### src/rtl/hdmi_infoframe_pkg.sv
// hdmi_infoframe_pkg: shared InfoFrame types, header builder and subpacket packing.
package hdmi_infoframe_pkg;

    localparam logic [7:0] INFOFRAME_AVI   = 8'h82;
    localparam logic [7:0] INFOFRAME_SPD   = 8'h83;
    localparam logic [7:0] INFOFRAME_AUDIO = 8'h84;
    localparam logic [7:0] INFOFRAME_DRM   = 8'h87;

    // Byte 0 is the checksum (PB0), bytes 1..27 are PB1..PB27.
    typedef logic [27:0][7:0] infoframe_bytes_t;

    typedef enum logic [1:0] {CS_IDLE, CS_SUM, CS_PENDING} cs_state_t;

    function automatic logic [23:0] infoframe_header(input logic [6:0] if_type,
                                                     input logic [7:0] version,
                                                     input logic [4:0] length);
        return {3'b000, length, version, 1'b1, if_type};
    endfunction

    function automatic logic [3:0][55:0] pack_subpackets(input infoframe_bytes_t bytes);
        logic [3:0][55:0] p;
        for (int i = 0; i < 4; i++)
            for (int j = 0; j < 7; j++)
                p[i][8*j +: 8] = bytes[7*i + j];
        return p;
    endfunction

endpackage

### src/rtl/infoframe_checksum_seq.sv
// infoframe_checksum_seq: walks PB1..PB(LENGTH) one byte per cycle, then holds the
// resulting checksum until the frame boundary releases it.
module infoframe_checksum_seq
    import hdmi_infoframe_pkg::*;
#(
    parameter logic [4:0] LENGTH = 5'd26
) (
    input  logic       clk_pixel,
    input  logic       reset,
    input  logic       start,
    input  logic       frame_start,
    input  logic [7:0] header_sum,
    input  logic [7:0] rd_data,
    output logic [4:0] rd_addr,
    output logic       busy,
    output logic       done,
    output logic [7:0] csum
);

    cs_state_t  state_q, state_d;
    logic [4:0] idx_q, idx_d;
    logic [7:0] acc_q, acc_d;
    logic [7:0] csum_q, csum_d;

    always_ff @(posedge clk_pixel or posedge reset) begin
        if (reset) begin
            state_q <= CS_IDLE;
            idx_q   <= 5'd1;
            acc_q   <= 8'h00;
            csum_q  <= 8'h00;
        end else begin
            state_q <= state_d;
            idx_q   <= idx_d;
            acc_q   <= acc_d;
            csum_q  <= csum_d;
        end
    end

    always_comb begin
        state_d = state_q;
        idx_d   = idx_q;
        acc_d   = acc_q;
        csum_d  = csum_q;
        case (state_q)
            CS_IDLE: if (start) begin
                state_d = CS_SUM;
                idx_d   = 5'd1;
                acc_d   = header_sum;
            end
            CS_SUM: begin
                acc_d = acc_q + rd_data;
                idx_d = idx_q + 5'd1;
                if (idx_q == LENGTH) begin
                    state_d = CS_PENDING;
                    csum_d  = ~acc_d + 8'd1;
                end
            end
            CS_PENDING: state_d = frame_start ? CS_IDLE : CS_PENDING;
            default: state_d = CS_IDLE;
        endcase
    end

    assign rd_addr = idx_q;
    assign busy    = state_q != CS_IDLE;
    assign done    = state_q == CS_PENDING;
    assign csum    = csum_q;

endmodule

### src/rtl/dynamic_infoframe_packet.sv
// dynamic_infoframe_packet: shadow/active InfoFrame payload with a sequential checksum
// and a frame-synchronous swap into the registered subpacket outputs.
module dynamic_infoframe_packet
    import hdmi_infoframe_pkg::*;
#(
    parameter logic [6:0] TYPE    = 7'h07,
    parameter logic [7:0] VERSION = 8'h01,
    parameter logic [4:0] LENGTH  = 5'd26
) (
    input  logic             clk_pixel,
    input  logic             reset,
    input  logic             wr_en,
    input  logic [4:0]       wr_addr,
    input  logic [7:0]       wr_data,
    input  logic             commit,
    input  logic             frame_start,
    output logic             busy,
    output logic             packet_valid,
    output logic [23:0]      header,
    output logic [3:0][55:0] sub
);

    localparam logic [23:0] HDR       = infoframe_header(TYPE, VERSION, LENGTH);
    localparam logic [7:0]  HDR_SUM   = HDR[7:0] + HDR[15:8] + HDR[23:16];
    localparam logic [7:0]  RST_CSUM  = ~HDR_SUM + 8'd1;

    infoframe_bytes_t shadow, active;
    logic [4:0]       rd_addr;
    logic [7:0]       csum;
    logic             done;
    logic             swap;

    infoframe_checksum_seq #(.LENGTH(LENGTH)) u_csum (
        .clk_pixel   (clk_pixel),
        .reset       (reset),
        .start       (commit),
        .frame_start (frame_start),
        .header_sum  (HDR_SUM),
        .rd_data     (shadow[rd_addr]),
        .rd_addr     (rd_addr),
        .busy        (busy),
        .done        (done),
        .csum        (csum)
    );

    assign swap = done & frame_start;

    // The shadow stays frozen while a checksum is in flight so the sum matches what is swapped.
    always_ff @(posedge clk_pixel or posedge reset) begin
        if (reset)
            shadow <= '0;
        else if (wr_en && !busy && wr_addr != 5'd0 && wr_addr <= 5'd27)
            shadow[wr_addr] <= wr_data;
    end

    always_ff @(posedge clk_pixel or posedge reset) begin
        if (reset) begin
            active       <= {216'd0, RST_CSUM};
            packet_valid <= 1'b0;
        end else if (swap) begin
            for (int k = 1; k < 28; k++)
                active[k] <= (k <= int'(LENGTH)) ? shadow[k] : 8'h00;
            active[0]    <= csum;
            packet_valid <= 1'b1;
        end
    end

    assign header = HDR;
    assign sub    = pack_subpackets(active);

endmodule
### config.mk
export PLATFORM = sky130hd
export DESIGN_NAME = dynamic_infoframe_packet
export DESIGN_NICKNAME = d
export VERILOG_FILES = /design/src/rtl/hdmi_infoframe_pkg.sv /design/src/rtl/infoframe_checksum_seq.sv /design/src/rtl/dynamic_infoframe_packet.sv
export SDC_FILE = /design/constraint.sdc
export NUM_CORES = 1
export LEC_CHECK = 0
export ABC_CLOCK_PERIOD_IN_PS = 16300
export CAP_MARGIN = 30
export CORE_MARGIN = 3
export CORE_UTILIZATION = 38
export CTS_CLUSTER_SIZE = 24
export DETAILED_ROUTE_END_ITERATION = 8
export PLACE_DENSITY = 0.68
export SYNTH_ARGS = -nofsm -noshare
export SYNTH_HDL_FRONTEND = slang
export SYNTH_SLANG_ARGS = --single-unit
### constraint.sdc
create_clock -name clk_pixel -period 16.3 [get_ports clk_pixel]
set_input_delay 4.075 -clock clk_pixel [delete_from_list [all_inputs] [get_ports clk_pixel]]
set_output_delay 4.075 -clock clk_pixel [all_outputs]
set_load 0.005 [all_outputs]
---- After elaboration in Yosys (flattened, before gate mapping) ----
Index checks and enable logic that the tools add are counted.
operators by class
  magnitude comparators ................... 4
  $add $sub $neg .......................... 3
  bitwise gates (word level) .............. 2
  reductions and logical operators ........ 12
  equality and inequality tests ........... 5
  multiplexer cells ....................... 13
operators with widths
  kind                   number
  $bwmux W224            1
  $bmux W8 S5            1
  $demux W8 S5           1
  $mux W8                3
  $pmux W8 S2            1
  $lt A5 B6 Y1 const B   2
  $pmux W5 S2            1
  $add A8 B1 Y8 const B  1
  $add A8 B8 Y8          1
  $not A8 Y8             1
  $mux W2                3
  $pmux W2 S3            1
  $reduce_and A2 Y1      3
  $add A5 B1 Y5 const B  1
  $eq A5 B5 Y1 const B   1
  $ge A5 B1 Y1 const B   1
  $le A5 B5 Y1 const B   1
  $mux W5                1
  $reduce_bool A5 Y1     1
  $logic_and A1 B1 Y1    4
  $reduce_bool A2 Y1     2
  $eq A2 B1 Y1 const B   1
  $eq A2 B2 Y1 const B   1
  $logic_not A2 Y1       1
  other kinds (4)        4
word-level totals
  bits of input ports ..................... 18
  bits in registers ....................... 464
  word-level logic and storage cells ...... 99

---- Longest topological paths before layout ----
  depth in word-level cells ............... 5
  depth in mapped cells ................... 18
  gate-level depth less buffers ........... 14

---- Modules after synthesis ----
A second synthesis with hierarchy kept.
second synthesis, totals
  cells, all modules ...................... 1327
  area total of the unflattened synthesis .. 19992.9 um^2
by module, submodules not included
  module                    seq. area each (um^2)  cells an instance  area each (um^2)  times used
  dynamic_infoframe_packet  11041.8                1162               18476.5           1
  infoframe_checksum_seq    576.8                  165                1516.5            1

---- Worst setup path before layout ----
Ideal clock, no wire load.
  path kind ............................... input port to flip-flop
  start ................................... input port wr_addr[1]
  end ..................................... register shadow[152] in the netlist's numbering
  path slack .............................. 10.672 ns
  data required time ...................... 16.175 ns
  arrival ................................. 5.503 ns
  library setup time ...................... 0.125 ns
  path buffers ............................ 1
  stages .................................. 4
  cell sequence ........................... clkbuf_1 > nand2_1 > nor3_1 > mux2_2
on the way
  cells in the longest elaborated chain, start to end .. 5
ends and longest elaborated chain
  element                                                                    line                            RTL
  start, declared                                                            dynamic_infoframe_packet.sv:13  input logic [4:0] wr_addr,
  $lt A5 B6 Y1 (not written as such) / $ge A5 B1 Y1 (equally long branches)  dynamic_infoframe_packet.sv:53  shadow[wr_addr] <= wr_data;
  $logic_and A1 B1 Y1 (not written as such)                                  dynamic_infoframe_packet.sv:53
  $mux W8 (not written as such)                                              dynamic_infoframe_packet.sv:53
  $demux W8 S5                                                               dynamic_infoframe_packet.sv:53
  $bwmux W224                                                                dynamic_infoframe_packet.sv:53
  end signal, assigned by index                                              dynamic_infoframe_packet.sv:53
  end, declared                                                              dynamic_infoframe_packet.sv:27  infoframe_bytes_t shadow, active;
Parallel ways exist; a longest one is shown, timed or not.
A chain may end at the register's enable or synchronous reset.

==> impl_metrics.toml <==
[sta]
fin_tns_setup_ns = 0
worst_pin_slew_ns = 0.9454
hold_viol_final = 0
rsz0062_at_grt = "false"
final-max-slew-violation-count = 0
layout_min_cycle_time_ns = 7.018
fin_worst_skew_ns = 0.01643
maxSlewHeadroom_pct = 36.74
final.setup.worst_slack_ns = 9.282
finalCritPeriodShare_pct = 43.06
final-setup-viol-count = 0
max_freq_mhz = 142.5

[global_route]
grt_pass1_wl_um = 77170
grt_max_degree = 156
grt_overflow = 0
globalRouteTotalUtil_pct = 18.70
antenna_found_initial = 6
grt_pass1_vias = 12200

[die]
die_w_um = 233.7
initial_utilization_pct = 38.88
rows = 82
pin_count = 268
design.core.area_um2 = 50680
die_h_um = 233.7
dieArea_um2 = 54630

[finish]
nets = 1521
stdcell_area_um2 = 24370
syn_to_final_growth_pct = 23.64
final_util_pct = 48.07
fin_cells = 2199
drive_gt1_share_pct = 39.78
fill_cells = 4399

[synth]
synth_area_leaders = "dfrtp_1, mux2_2, mux4_2, clkbuf_1, buf_4"
async_flop_share_pct = 100.0
ys_seq_area_share_pct = 58.96
synthFlopType = "dfrtp_1"
synth.largest_area_cell = "dfrtp_1"
ys_ff_latch = 464
ys_warn_count = 0
synth_area_um2 = 19710
synth-edff-count = 0
syn_area_per_cell_um2 = 15.60
netlist-cell-type-count = 46
synth.most_common_cell = "dfrtp_1"
postSynthCellCount = 1263
netlist_top_cells_count = "dfrtp_1, mux2_2, clkbuf_1"
synthDominantCellAreaShare_pct = 58.16

[power]
peakVddDrop_mv = 0.07454
p_comb_share_pct = 14.9
p_int_uw = 2150
p_leak_uw = 0.01174
power_density_nw_per_um2 = 119.9
p_clk_share_pct = 38.8
seq_power_share_pct = 46.2
switching_share_pct = 26.40
p_sw_uw = 771.3

[critical_path]
critical_path_required_ns = 16.87
crit_type = "primary input to async pin"
cp.arrival_ns = 7.59
endpoint_kind = "async pin"
reg2reg_to = "u_csum.csum[7]"
crit_fanout = 71
r2r_setup_slack_ns = 10.88
crit_start = "reset"
critPathLaunchType = "primary input"
ff2ff_path_depth = 14
timing.rr.start = "u_csum.rd_addr[0]"

[cts]
cts_hold_buf = 0
clk_path_buf_depth = 3
cts_tree = "built"
cts.repair.resized = 0
htreeDepth = 2
cts.sinks = 464
cts_setup_buffers = 0
numCtsBuffers = 47
cts_root_buf = "clkbuf_16"
clkLatencyLatePin_ns = 0.57
cts.reportedPaths.clkPinSlew_ns = 0.06

[run]
maxCapViolations = 0

[routing]
drc_errors = 0
drt-total-wl_um = 50640
routed-via-count = 11340
ant_nets = 0
first_pass_iters = 5
drtIter0Drc = 615
vias_per_cell = 5.157
wl_per_cell_um = 23.03

[placement]
dpl_worst_slack_ns = 8.545
gp_congestion = 0.8239
dp_hpwl_um = 34630
placed_cell_area_um2 = 22650
dp.cells = 2112
numPortBuffers = 235

[hold_path]
hp-start = "shadow[6]"
hold_class = "flop to flop"
hold-path-cell-count = 0
min_to = "shadow[6]"

[outcome]
status = "finished, final reports clean"
## worst max-delay path: stages
cell	delay [ns]
clkdlybuf4s50_1	0.45
clkinvlp_4	0.54
buf_4	0.71
buf_4	0.83
buf_4	0.81
## worst max-delay path by stage
stage / end / slack (ns) / cells past startpoint
floorplan: packet_valid / 5.95 / 1
global placement: sub[194] / 8.65 / 5
detailed placement: sub[194] / 8.55 / 5
CTS: shadow[134] / 9.15 / 5
global route: sub[134] / 8.72 / 5
finish: sub[195] / 9.28 / 5
## cells in the final DEF, fill, tap and decap left out, types with 9 or more instances in the layout
master and count:
buf_4 19, clkbuf_1 14, clkbuf_16 49, clkdlybuf4s50_1 235, conb_1 32, dfrtp_1 457, ha_1 10, inv_1 15
mux2_2 440, mux2i_1 9, mux4_2 62, nand2_1 34, nand3_1 9, nor2_1 20, o21ai_0 13
## registers in the layout (all words and copies together), names as in the netlist
register / flops
u_csum.state_q: 2
u_csum.csum: 8
sub: 216
u_csum.rd_addr: 5
packet_valid: 1
shadow: 224
u_csum.acc_q: 8
## power by group through the flow
stage	clock (uW)	combinational, uW	sequential [uW]
3_3_place_gp	0	428	1370
4_1_cts	1160	441	1350
5_1_grt	1210	473	1370
6_report	1130	436	1350
3_5_place_dp	0	440	1380
2_1_floorplan	0	380	1290
## metal layers
layer / wire (um) / vias to the layer above / GRT usage [%] / part of all wire, %
met5: 11 / - / 0 / 0.022
met4: 680 / 2 / 3.768 / 1.3
met3: 3042 / 50 / 4.476 / 6.0
met2: 24610 / 266 / 30.63 / 49
met1: 22300 / 6050 / 25.59 / 44
li1: - / 4973 / - / -
## cells by family after synthesis
logic type | Yosys count | synth area share, %
AO/OA/AOI/OAI | 46 | 1.537
XOR/XNOR | 9 | 0.5080
adder cells (fa/ha/maj) | 11 | 0.7365
buffers and inverters | 125 | 3.067
flip-flops | 464 | 58.96
multiplexers | 513 | 32.95
other | 2 | 0.03811
AND/OR/NAND/NOR | 93 | 2.203
## area by class of cell
cell class | count | area (um^2) | share of cell area [%]
antenna | 1 | 2.502 | 0.01027
multi-input combinational | 704 | 7596 | 31.17
clock buffer | 71 | 1389 | 5.700
sequential | 464 | 11620 | 47.70
timing repair buffer | 259 | 2613 | 10.72
tap | 672 | 840.8 | 3.451
clock inverter | 12 | 237.7 | 0.9757
inverter | 16 | 63.81 | 0.2619
## metrics by stage
stage | hold slack, ns | total power (uW)
after CTS | 0.3775 | 2960
final | 0.3766 | 2922
after floorplan | 0.4246 | 1672
after global routing | 0.3915 | 3049
after global placement | 0.3604 | 1797
after detailed placement | 0.3635 | 1815
(Power assumes the default switching activity.)
==> RTL edit, RTL diff (config.mk and constraints unchanged) <==
Change the parameter `TYPE` from 7'h07 to 7'h04.
--- a/src/rtl/dynamic_infoframe_packet.sv
+++ b/src/rtl/dynamic_infoframe_packet.sv
@@ -5,3 +5,3 @@
 #(
-    parameter logic [6:0] TYPE    = 7'h07,
+    parameter logic [6:0] TYPE    = 7'h04,
     parameter logic [7:0] VERSION = 8'h01,
Formal check against the unedited RTL: not equivalent (Yosys sat finds a counterexample within 4 cycles, from zero or initial values and one cycle with reset high).
==> RTL edit against the unedited design <==
- area after synthesis rose by 0.35%
- synthesized cell count grew 0.71%
- sequential cell count is the same
- total power shrank 0.18%
- utilization hardly changed
- final area rose by 0.26%
- fmax grew 11%
- setup slack gained 670 ps
- cell count increased by 0.59%
- global-route usage rose by 0.096 points
- via count rose by 0.16%
- non-clock buffer count is 1 higher
- routed wire length up 0.77%
- critical path type unchanged
- critical endpoint is now shadow[203]$_DFFE_PP0P_
==> RTL edit: results (changes against the unedited design) <==
Outcome
  • Status: completed (unchanged)

Placement
  • Cells after DPL: 2122 (was 2112)
  • HPWL reported at the end of detailed placement: 35100 um (was 34600 um)
  • Routability cong.: 0.800 (was 0.824)

Critical path
  • R2R setup slack: 10970 ps (was 10880 ps)
  • Worst path max stage delay: 750 ps (was 830 ps)
  • Crit path arrival time: 6880 ps (was 7590 ps)
  • Crit path max fanout: 179 (was 71)
  • CP startpoint: reset (unchanged)
  • Worst Reg-to-Reg Cells: 13 (was 14)
  • CP endpoint: shadow[203]$_DFFE_PP0P_ (was sub[195]$_DFFE_PP0P_)
  • R2R Path Start: u_csum.rd_addr[0]$_DFFE_PP1P_ (unchanged)

Routing
  • Met3 wire len: 3270 um (was 3040 um)
  • Met1 wire length: 22700 um (was 22300 um)
  • Vias/cell: 5.14 (was 5.16)
  • Met2 routed WL: 24300 um (was 24600 um)
  • First DRT Iteration DRCs: 564 (was 615)
  • DR vias: 11400 (was 11300)
  • Avg WL per Cell: 23.1 um (was 23.0 um)
  • Drt pass-1 iters: 4 (was 5)

Global routing
  • Routing usage on met3: 4.20% (was 4.48%)
  • Via count of the first global-routing pass: 12200 (about the same)
  • Pin count of the biggest net entering global routing: 180 (was 156)
  • First-pass GRT wire length: 77900 um (was 77200 um)
  • Initial antenna violation count: 7 (was 6)
  • Met2 GRT Util: 30.3% (was 30.6%)
  • Met1 Use GR: 26.3% (was 25.6%)

Power and ir drop
  • Switch share: 27.3% (was 26.4%)
  • Psw: 0.795 mW (was 0.771 mW)
  • VDD IR max: 0.0000762 V (was 0.0000745 V)
  • Pleak: 11.7 nW (about the same)
  • Clock power frac: 38.3% (was 38.8%)

Finish
  • FF/Latch Area: 11600 um^2 (about the same)
  • Fraction of area in multi-input gates: 31.3% (was 31.2%)
  • Share of post-route cells with drive strength above 1: 40.1% (was 39.8%)
  • Signal buffers: 260 (was 259)
  • Clk tree area frac: 6.59% (was 6.68%)
  • Largest register by flop count: shadow (unchanged)
  • Buffer share of cell area: 10.9% (was 10.7%)
  • Layout clock buffers: 68 (was 71)
  • Largest register FFs: 224 (unchanged)
  • Fill cells: 4383 (was 4399)
  • Count of multi-input gates: 719 (was 704)
  • Nets: 1530 (was 1521)

Min path
  • Hold EP: shadow[5]$_DFFE_PP0P_ (was shadow[6]$_DFFE_PP0P_)

Clock tree
  • CTS resizes: 0 (unchanged)

Logic synthesis
  • Register area share after synthesis: 58.7% (was 59.0%)
  • Commonest cells in the netlist: 460 x dfrtp_1, 440 x mux2_2, 60 x mux4_2 (was 458 x dfrtp_1, 440 x mux2_2, 65 x clkbuf_1)
  • Netlist cell types: 51 (was 46)
  • Area contributors post-synth: dfrtp_1 58%, mux2_2 25%, mux4_2 6.8%, buf_4 1.4%, clkbuf_1 0.91% (was dfrtp_1 58%, mux2_2 25%, mux4_2 7.1%, clkbuf_1 1.2%, buf_4 1.2%)
  • Cells after Synth: 1272 (was 1263)

STA
  • Final Skew: 20.0 ps (was 16.4 ps)
  • Max-Slew Margin vs Limit: 31.0% (was 36.7%)
  • Final hold slack: 373 ps (was 377 ps)
RTL edit: cell count changes in the layout (fill, tap and decap cells not counted), moves of 3 or more:
cell / unedited run / this run
clkbuf_1: 14 / 10
clkbuf_8: 8 / 11
nand2_1: 34 / 37
nand3_1: 9 / 13
inv_1: 15 / 7
inv_6: 0 / 3
o22ai_1: 7 / 0
clkinvlp_4: 2 / 5
mux2i_1: 9 / 15
o21ai_0: 13 / 18
RTL edit: per-stage QoR:
stage                     worst slack (ps)  instance area (um^2)
after floorplan                       5950                 19900
final                                 9950                 24400
after detailed placement              9230                 22800
after global routing                  9500                 24400
after CTS                             9830                 24400
after global placement                8570                 22700
RTL edit: cell families after synthesis:
family                   count (synthesis)  share of synthesized area [%]
flip-flops                             464                           58.7
AO/OA/AOI/OAI                           45                           1.53
XOR/XNOR                                 9                          0.506
AND/OR/NAND/NOR                        106                           2.61
other                                    2                         0.0380
multiplexers                           516                           32.7
buffers and inverters                  119                           3.11
adder cells (fa/ha/maj)                 11                          0.734
